## config.mk

```make
export PLATFORM = sky130hd
export DESIGN_NAME = fetch_unit
export DESIGN_NICKNAME = d
export VERILOG_FILES = /design/src/rtl/fetch_pkg.sv /design/src/rtl/fetch_queue.sv /design/src/rtl/fetch_unit.sv
export SDC_FILE = /design/constraint.sdc
export NUM_CORES = 1
export LEC_CHECK = 0
export BUFFER_PORTS_ARGS = -buffer_cell sky130_fd_sc_hd__buf_2
export CAP_MARGIN = 10
export CORE_AREA = 2 2 289 291
export DETAILED_ROUTE_END_ITERATION = 10
export DIE_AREA = 0 0 291 293
export GPL_ROUTABILITY_DRIVEN = 0
export HOLD_SLACK_MARGIN = 0.12
export SLEW_MARGIN = 30
export SYNTH_ARGS = -nofsm -noshare
export SYNTH_HDL_FRONTEND = slang
export SYNTH_SLANG_ARGS = --single-unit
```

## constraint.sdc

```tcl
create_clock -name clk -period 8.5 [get_ports clk]
set_clock_uncertainty 0.1 [all_clocks]
set_input_delay 0.85 -clock clk [delete_from_list [all_inputs] [get_ports clk]]
set_output_delay 0.85 -clock clk [all_outputs]
set_load 0.03 [all_outputs]
```

## src/rtl/fetch_pkg.sv

```systemverilog
// fetch_pkg: shared types and constants for the instruction fetch stage.
//   - AXI read-channel constants driven on the AR channel
//   - fetch_state_t: request FSM states
//   - fq_entry_t: one fetch-queue entry (PC of the pair + both instructions)
package fetch_pkg;

  localparam logic [1:0] BURST_INCR = 2'b01;
  localparam logic [2:0] SIZE_8B    = 3'b011;
  localparam logic [7:0] LEN_1      = 8'd0;

  typedef enum logic [1:0] {
    IDLE = 2'd0,
    AR   = 2'd1,
    R    = 2'd2
  } fetch_state_t;

  // instr[31:0] is the instruction at pc, instr[63:32] the one at pc+4
  typedef struct packed {
    logic [31:0] pc;
    logic [63:0] instr;
  } fq_entry_t;

endpackage

```

## src/rtl/fetch_queue.sv

```systemverilog
// fetch_queue: circular FIFO of fq_entry_t feeding decode.
// Ports:
//   clk, rst         clock, asynchronous active-high reset
//   push, push_data  write one entry (ignored when full unless popping too)
//   pop              remove head (ignored when empty)
//   flush            empty the queue; wins over push/pop
//   head             current head entry (all zeros when empty)
//   full, empty      occupancy flags
//   count            number of valid entries
module fetch_queue
  import fetch_pkg::*;
#(
  parameter int unsigned DEPTH = 4
) (
  input  logic             clk,
  input  logic             rst,
  input  logic             push,
  input  fq_entry_t        push_data,
  input  logic             pop,
  input  logic             flush,
  output fq_entry_t        head,
  output logic             full,
  output logic             empty,
  output logic [DEPTH:0]   count
);

  localparam int unsigned PTR_W = $clog2(DEPTH);
  localparam int unsigned CNT_W = DEPTH + 1;

  fq_entry_t        mem [DEPTH];
  logic [PTR_W-1:0] wr_ptr;
  logic [PTR_W-1:0] rd_ptr;
  logic             do_push;
  logic             do_pop;

  assign empty   = (count == '0);
  assign full    = (count == CNT_W'(DEPTH));
  assign do_pop  = pop && !empty;
  // When full, a simultaneous pop frees the head slot that wr_ptr points at.
  assign do_push = push && (!full || do_pop);

  always_ff @(posedge clk or posedge rst) begin
    if (rst) begin
      wr_ptr <= '0;
      rd_ptr <= '0;
      count  <= '0;
    end else if (flush) begin
      wr_ptr <= '0;
      rd_ptr <= '0;
      count  <= '0;
    end else begin
      if (do_push) wr_ptr <= wr_ptr + 1'b1;
      if (do_pop)  rd_ptr <= rd_ptr + 1'b1;
      case ({do_push, do_pop})
        2'b10:   count <= count + 1'b1;
        2'b01:   count <= count - 1'b1;
        default: count <= count;
      endcase
    end
  end

  always_ff @(posedge clk) begin
    if (do_push && !flush) mem[wr_ptr] <= push_data;
  end

  assign head = empty ? '0 : mem[rd_ptr];

endmodule

```

## src/rtl/fetch_unit.sv

```systemverilog
// fetch_unit: instruction fetch stage in front of the instruction cache.
// Holds the fetch PC, issues single-beat 64-bit reads (one outstanding at a
// time), queues returned instruction pairs and presents them to decode.
// Ports:
//   clk, rst                     clock, asynchronous active-high reset
//   arvalid/araddr/arburst/
//   arsize/arlen/arready         cache read-address channel (word address)
//   rvalid/rdata/rlast/rready    cache read-data channel (rlast ignored)
//   redirect_valid/redirect_pc   flush everything and restart at redirect_pc
//   dec_valid/dec_ready          decode handshake on the queue head
//   dec_pc/dec_instr0/dec_instr1 head pair: instr0 at dec_pc, instr1 at +4
// Optional (macro FETCH_PERF_CNT_EN):
//   perf_fetch_cnt               pairs pushed into the queue
//   perf_stall_cnt               cycles with dec_ready=1 and dec_valid=0
module fetch_unit
  import fetch_pkg::*;
#(
  parameter logic [31:0] RESET_PC = 32'h0000_0000,
  parameter int unsigned FQ_DEPTH = 4
) (
  input  logic        clk,
  input  logic        rst,
  output logic        arvalid,
  output logic [31:0] araddr,
  output logic [1:0]  arburst,
  output logic [2:0]  arsize,
  output logic [7:0]  arlen,
  input  logic        arready,
  input  logic        rvalid,
  input  logic [63:0] rdata,
  input  logic        rlast,
  output logic        rready,
  input  logic        redirect_valid,
  input  logic [31:0] redirect_pc,
  output logic        dec_valid,
  input  logic        dec_ready,
  output logic [31:0] dec_pc,
  output logic [31:0] dec_instr0,
  output logic [31:0] dec_instr1
`ifdef FETCH_PERF_CNT_EN
  ,
  output logic [31:0] perf_fetch_cnt,
  output logic [31:0] perf_stall_cnt
`endif
);

  localparam int unsigned CNT_W = FQ_DEPTH + 1;

  fetch_state_t   state, state_nxt;
  logic [31:0]    fetch_pc, fetch_pc_nxt;
  logic [31:0]    req_pc, req_pc_nxt;
  logic           drop, drop_nxt;

  logic           fq_push;
  logic           fq_full;
  logic           fq_empty;
  logic [FQ_DEPTH:0] fq_count;
  fq_entry_t      fq_in;
  fq_entry_t      fq_head;
  logic [3:0]     unused_sig;

  assign unused_sig = {rlast, fq_full, req_pc[1:0]};

  assign arburst = BURST_INCR;
  assign arsize  = SIZE_8B;
  assign arlen   = LEN_1;
  assign araddr  = {2'b00, req_pc[31:2]};

  always_ff @(posedge clk or posedge rst) begin
    if (rst) begin
      state    <= IDLE;
      fetch_pc <= RESET_PC;
      req_pc   <= '0;
      drop     <= 1'b0;
    end else begin
      state    <= state_nxt;
      fetch_pc <= fetch_pc_nxt;
      req_pc   <= req_pc_nxt;
      drop     <= drop_nxt;
    end
  end

  always_comb begin
    state_nxt    = state;
    fetch_pc_nxt = fetch_pc;
    req_pc_nxt   = req_pc;
    drop_nxt     = drop;
    arvalid      = 1'b0;
    rready       = 1'b0;
    fq_push      = 1'b0;
    case (state)
      IDLE: begin
        if (redirect_valid) begin
          fetch_pc_nxt = redirect_pc;
        end else if (fq_count < CNT_W'(FQ_DEPTH)) begin
          state_nxt  = AR;
          req_pc_nxt = fetch_pc;
        end
      end
      AR: begin
        arvalid = 1'b1;
        if (arready) begin
          state_nxt = R;
          // drop already set means fetch_pc holds a redirect target
          if (!drop) fetch_pc_nxt = fetch_pc + 32'd8;
        end
        if (redirect_valid) begin
          drop_nxt     = 1'b1;
          fetch_pc_nxt = redirect_pc;
        end
      end
      R: begin
        rready = 1'b1;
        if (rvalid) begin
          state_nxt = IDLE;
          drop_nxt  = 1'b0;
          fq_push   = !drop && !redirect_valid;
        end
        if (redirect_valid) begin
          fetch_pc_nxt = redirect_pc;
          // a response arriving with the redirect is discarded directly
          drop_nxt     = !rvalid;
        end
      end
      default: state_nxt = IDLE;
    endcase
  end

  assign fq_in.pc    = req_pc;
  assign fq_in.instr = rdata;

  fetch_queue #(
    .DEPTH(FQ_DEPTH)
  ) u_fetch_queue (
    .clk      (clk),
    .rst      (rst),
    .push     (fq_push),
    .push_data(fq_in),
    .pop      (dec_ready),
    .flush    (redirect_valid),
    .head     (fq_head),
    .full     (fq_full),
    .empty    (fq_empty),
    .count    (fq_count)
  );

  assign dec_valid  = !fq_empty;
  assign dec_pc     = fq_head.pc;
  assign dec_instr0 = fq_head.instr[31:0];
  assign dec_instr1 = fq_head.instr[63:32];

`ifdef FETCH_PERF_CNT_EN
  always_ff @(posedge clk or posedge rst) begin
    if (rst) begin
      perf_fetch_cnt <= '0;
      perf_stall_cnt <= '0;
    end else begin
      if (fq_push) perf_fetch_cnt <= perf_fetch_cnt + 32'd1;
      if (dec_ready && !dec_valid) perf_stall_cnt <= perf_stall_cnt + 32'd1;
    end
  end
`endif

endmodule
```

# [After elaboration in Yosys (flattened, before gate mapping)]
# Memory sizes are Yosys's and may differ from the RTL's.
# Index checks and enable logic that the tools add are counted.
[word_totals] register_bits=76 mem_bits_rw=384 inputBits=103 output_inout_bits=144 word_cells=78 memories=1
[memory_table] name="u_fetch_queue.mem" words=4 word_bits=96 read_ports=1 rd_clocked_by_memory_dff=0 write_ports=1 line="fetch_queue.sv:30" source="fq_entry_t mem [DEPTH];"
[op_classes] n_addsub=5 order_cmp=1 eq_ne=14 muxes=27 bitwise=1 n_reduce_logical=22
[op_table] cell="$mux W32" n=4
[op_table] cell="$mux W96" n=1
[op_table] cell="$pmux W32 S2" n=1
[op_table] cell="$add A32 B4 Y32 const B" n=1
[op_table] cell="$mux W2" n=8
[op_table] cell="$ne A2 B2 Y1 const B" n=5
[op_table] cell="$pmux W5 S2" n=1
[op_table] cell="$mux W1" n=9
[op_table] cell="$ne A3 B3 Y1 const B" n=3
[op_table] cell="$reduce_and A4 Y1" n=2
[op_table] cell="$reduce_bool A2 Y1" n=4
[op_table] cell="$pmux W2 S3" n=1
[op_table] cell="$reduce_and A3 Y1" n=2
[op_table] cell="$add A5 B1 Y5 const B" n=1
[op_table] cell="$eq A5 B3 Y1 const B" n=1
[op_table] cell="$logic_not A1 Y1" n=5
[op_table] cell="$logic_not A5 Y1" n=1
[op_table] cell="$lt A5 B3 Y1 const B" n=1
[op_table] cell="$mux W5" n=1
[op_table] cell="$sub A5 B1 Y5 const B" n=1
[op_table] cell="$add A2 B1 Y2 const B" n=2
[op_table] cell="$eq A2 B1 Y1 const B" n=2
[op_table] cell="$eq A2 B2 Y1 const B" n=2
[op_table] cell="$logic_and A1 B1 Y1" n=4
[op_table] cell="other kinds (7)" n=7

# [Longest topological paths before layout]
[logic_depth] ltp_word=8 mapped_depth=11 ltp_nobuf=10

# [Cells and area by module]
# From an unflattened synthesis, not the netlist that was laid out.
[unflattened] cells_unflattened=1097 area_unflattened_um2=19087.1
[by_module_without_submodules] mod="fetch_queue" instances=1 cells_each=699 area_each_um2=15250.9
[by_module_without_submodules] mod="fetch_unit" instances=1 cells_each=398 area_each_um2=3836.2

# [Worst setup path after synthesis]
# No wires, ideal clock.
[synth_timing] kind="input to register" start="input port redirect_valid" end="memory u_fetch_queue.mem[0][0] (netlist bit) (enable)" setup_ps=466 arrival_ps=3947 path_slack_ps=3987 path_stages=5 cell_sequence="clkbuf_1 -> nor2_1 -> nand3_1 -> a31oi_1 -> and2_1"
[synth_between] elab_chain_cells=8
[synth_lines] element="start: declaration" line="fetch_unit.sv:33" source="input logic redirect_valid,"
[synth_lines] element="$logic_not A1 Y1 (*)" line="fetch_queue.sv:63, fetch_unit.sv:117"
[synth_lines] element="$logic_and A1 B1 Y1" line="fetch_unit.sv:117" source="fq_push = !drop && !redirect_valid;"
[synth_lines] element="$mux W1" line="fetch_unit.sv:114" source="if (rvalid) begin"
[synth_lines] element="$mux W1" line="fetch_unit.sv:91" source="case (state)"
[synth_lines] element="$logic_and A1 B1 Y1" line="fetch_queue.sv:40" source="assign do_push = push && (!full || do_pop);"
[synth_lines] element="$logic_and A1 B1 Y1 (*)" line="fetch_queue.sv:63" source="if (do_push && !flush) mem[wr_ptr] <= push_data;"
[synth_lines] element="$mux W1 (*)" line="fetch_queue.sv:63"
[synth_lines] element="$mux W1 (implied by the code) (*)" line="fetch_queue.sv:63"
[synth_lines] element="end: declaration" line="fetch_queue.sv:30"
# Every way passes the cells marked *; elsewhere a longest branch is shown, timed or not.

# [Worst setup path after layout]
[layout_timing] start="register u_fetch_queue.rd_ptr[0]" end="output port dec_instr0[18]"
[layout_between] elab_chain_cells=2
[layout_lines] element="start: declaration" line="fetch_queue.sv:32" source="logic [PTR_W-1:0] rd_ptr;"
[layout_lines] element="start signal: assignment" line="fetch_queue.sv:53" source="if (do_pop) rd_ptr <= rd_ptr + 1'b1;"
[layout_lines] element="$mem_v2 Z4 W96"
[layout_lines] element="$mux W96" line="fetch_queue.sv:66" source="assign head = empty ? '0 : mem[rd_ptr];"
[layout_lines] element="end: declaration" line="fetch_unit.sv:38" source="output logic [31:0] dec_instr0,"
# No other way between the ends.

==> results.yml <==
critical_path:
  cp_slowest_cell: "dfrtp_4"
  worst_ep_required_time_ps: 7550
  endpoint_kind: "primary output"
  rr_startpoint: "state[0]$_DFFE_PP0P_"
  regToRegEndpoint: "u_fetch_queue.mem[0][60]$_DFFE_PP_"
  startpoint_type: "flip-flop"
  cp_max_fo: 40
  path_cells: "buf_4 -> mux4_2 -> and2_1 -> buf_2"
  max_stage_delay_ps: 940
  arrival_ps: 3320
  reg2reg_depth: 5
  worstSetupStartpoint: "u_fetch_queue.rd_ptr[0]$_DFFE_PP0P_"
  rrSetupSlack_ps: 5110
  worstSetupPathType: "reg -> out"
pwr:
  leakage_nw: 7.81
  power_frac_comb: 0.369
  p_int_mw: 5.05
  swShare: 0.392
  ir_worst_vdd_mv: 0.342
  total_power_mw: 8.30
  seq_power_share: 0.370
  clkPwrFrac: 0.261
  net-switching-power_mw: 3.25
  cellPowerDensity_nw_per_um2: 367
die:
  die_y_um: 293
  pin_count: 247
  core_area_sq_um: 81800
  fp-row-count: 105
  die_w_um: 291
  dieArea_sq_um: 85300
  start_util: 0.228
finish:
  nets: 1383
  fillCellCount: 8226
  drive_gt1_frac: 0.359
  final_core_util: 0.276
  synthToLayoutAreaGrowth_pct: 20.9
  finalNonFillerCells: 2388
  multi_input_area_sq_um: 4710
  design_area_sq_um: 22600
  area.sequential_sq_um: 13400
timing:
  finalHoldViolCount: 0
  slew_violations: 0
  finalCriticalPeriod_ps: 4270
  worst_slack_ps: 4230
  fmax_ghz: 0.234
  fin_crit_sh: 0.502
  tightest_slew_ps: 872
  tns_ps: 0
  slew_headroom: 0.416
  holdWs_ps: 351
  rsz0062_at_grt: "false"
  setup_violations: 0
logic_synthesis:
  synth-edff-count: 384
  ys.flop_type: "edfxtp_1"
  yosysMostFrequentCell: "edfxtp_1"
  synth_top_area_frac: 0.617
  yosys_warnings: 0
  netlist_top_cells_area: "edfxtp_1 62%, mux4_2 12%, dfrtp_1 10%"
  syn_area_sq_um: 18700
  avgSynthCellArea_sq_um: 17.8
  yosys-top-cells-count: "384 x edfxtp_1, 102 x and2_1, 96 x mux4_2"
  async_flop_share: 0.165
  synthCells: 1052
  synth_cell_types: 58
  yosys.area.top_type: "edfxtp_1"
  ys_seq_area_frac: 0.719
  synth-seq-cells: 460
clocking:
  post_cts_buffers: 0
  cts_tree: "done"
  htreeDepth: 2
  path_clk_slew_ps: 60
  ctsResizeCount: 0
  cts-root-buf: "clkbuf_16"
  hold_buffers: 0
  clock_latency_ps: 590
  cts_made_buffers: 53
  clock_path_buffers: 3
  cts_sinks: 460
min_path:
  hold_class: "in -> async"
global_route:
  grt_pass1_vias: 10400
  grt_pass1_wl_mm: 66.5
  grt_overflow: 0
  grt_max_degree: 92
  gr-usage-all-layers: 0.103
  antenna_found_initial: 5
outcome:
  status: "finished, final reports clean"
drt:
  drc_errors: 0
  viasPerCell: 4.20
  routedWlPerCell_um: 18.7
  dr_total_vias: 10000
  drt_wl_total_mm: 44.7
  drtIter0Drc: 552
  ant_nets: 0
  dr.pass1.iters: 7
place:
  dp_cells: 2286
  port_buffers: 230
  place_hpwl_mm: 28.1
  pre_cts_slack_ps: 4550
  dpl_cell_area_sq_um: 20900
flow_run:
  maxCapViolCount: 0
placed cells by master, fill, tap and decap left out, types with 19 or more instances in the layout:
cell	instances
nand3_1	19
nand2_1	39
mux2_2	30
edfxtp_1	384
o21ai_0	20
buf_2	230
a21oi_1	42
clkbuf_16	54
nor2_1	28
mux4_2	96
and2_1	98
dfrtp_1	74
worst max-delay path: cells and delay by family (launching register included):
| kind | cells | cell delay, ps |
|---|---|---|
| flops | 1 | 940 |
| simple gates | 1 | 190 |
| mux | 1 | 600 |
| buf+inv | 2 | 960 |
routing by layer:
metal,vias to the layer above,routed length [um],track usage
met5,-,24,0
met2,322,20500,0.166
li1,4480,-,-
met1,5150,20000,0.138
met4,4,985,0.0282
met3,72,3200,0.0293
worst max path at each step:
stage                                               endpoint  slack (ps)  cells past startpoint
after floorplan            u_fetch_queue.mem[0][0]$_DFFE_PP_        3990                      5
final                                         dec_instr0[18]        4230                      4
after detailed placement  u_fetch_queue.mem[0][13]$_DFFE_PP_        4550                      6
after CTS                                          dec_pc[0]        4010                      4
after global routing                               dec_pc[0]        3900                      4
after global placement    u_fetch_queue.mem[0][13]$_DFFE_PP_        4130                      6
sequential cells by signal, summed over array words and instances, names as in the netlist:
register and flops:
req_pc 32, u_fetch_queue.wr_ptr 2, drop 1, u_fetch_queue.rd_ptr 2
state 2, u_fetch_queue.mem 384, fetch_pc 32, u_fetch_queue.count 5
power by group through the flow:
stage | logic, mW | clock network [mW] | registers (mW)
after floorplan | 2.36 | 0 | 2.92
after global placement | 3.08 | 0 | 3.13
after detailed placement | 3.14 | 0 | 3.12
after CTS | 3.14 | 2.25 | 3.08
after global routing | 3.29 | 2.34 | 3.12
final | 3.06 | 2.17 | 3.07
layout make-up:
cell class | instances | area share
Clock inverter | 28 | 0.0104
Clock buffer | 68 | 0.0630
Multi-Input combinational cell | 490 | 0.208
Inverter | 14 | 0.00238
Sequential cell | 460 | 0.595
Tap cell | 1070 | 0.0593
Antenna cell | 6 | 0.000664
Timing Repair Buffer | 252 | 0.0611
kinds of logic after synthesis:
| family | synth area share |
|---|---|
| xor+xnor | 0.00234 |
| simple gates | 0.0671 |
| fa+ha+maj | 0.00643 |
| compound gates | 0.0339 |
| flops | 0.719 |
| buf+inv | 0.0335 |
| other cells | 0.000402 |
| mux | 0.138 |
(Power assumes the default switching activity.)
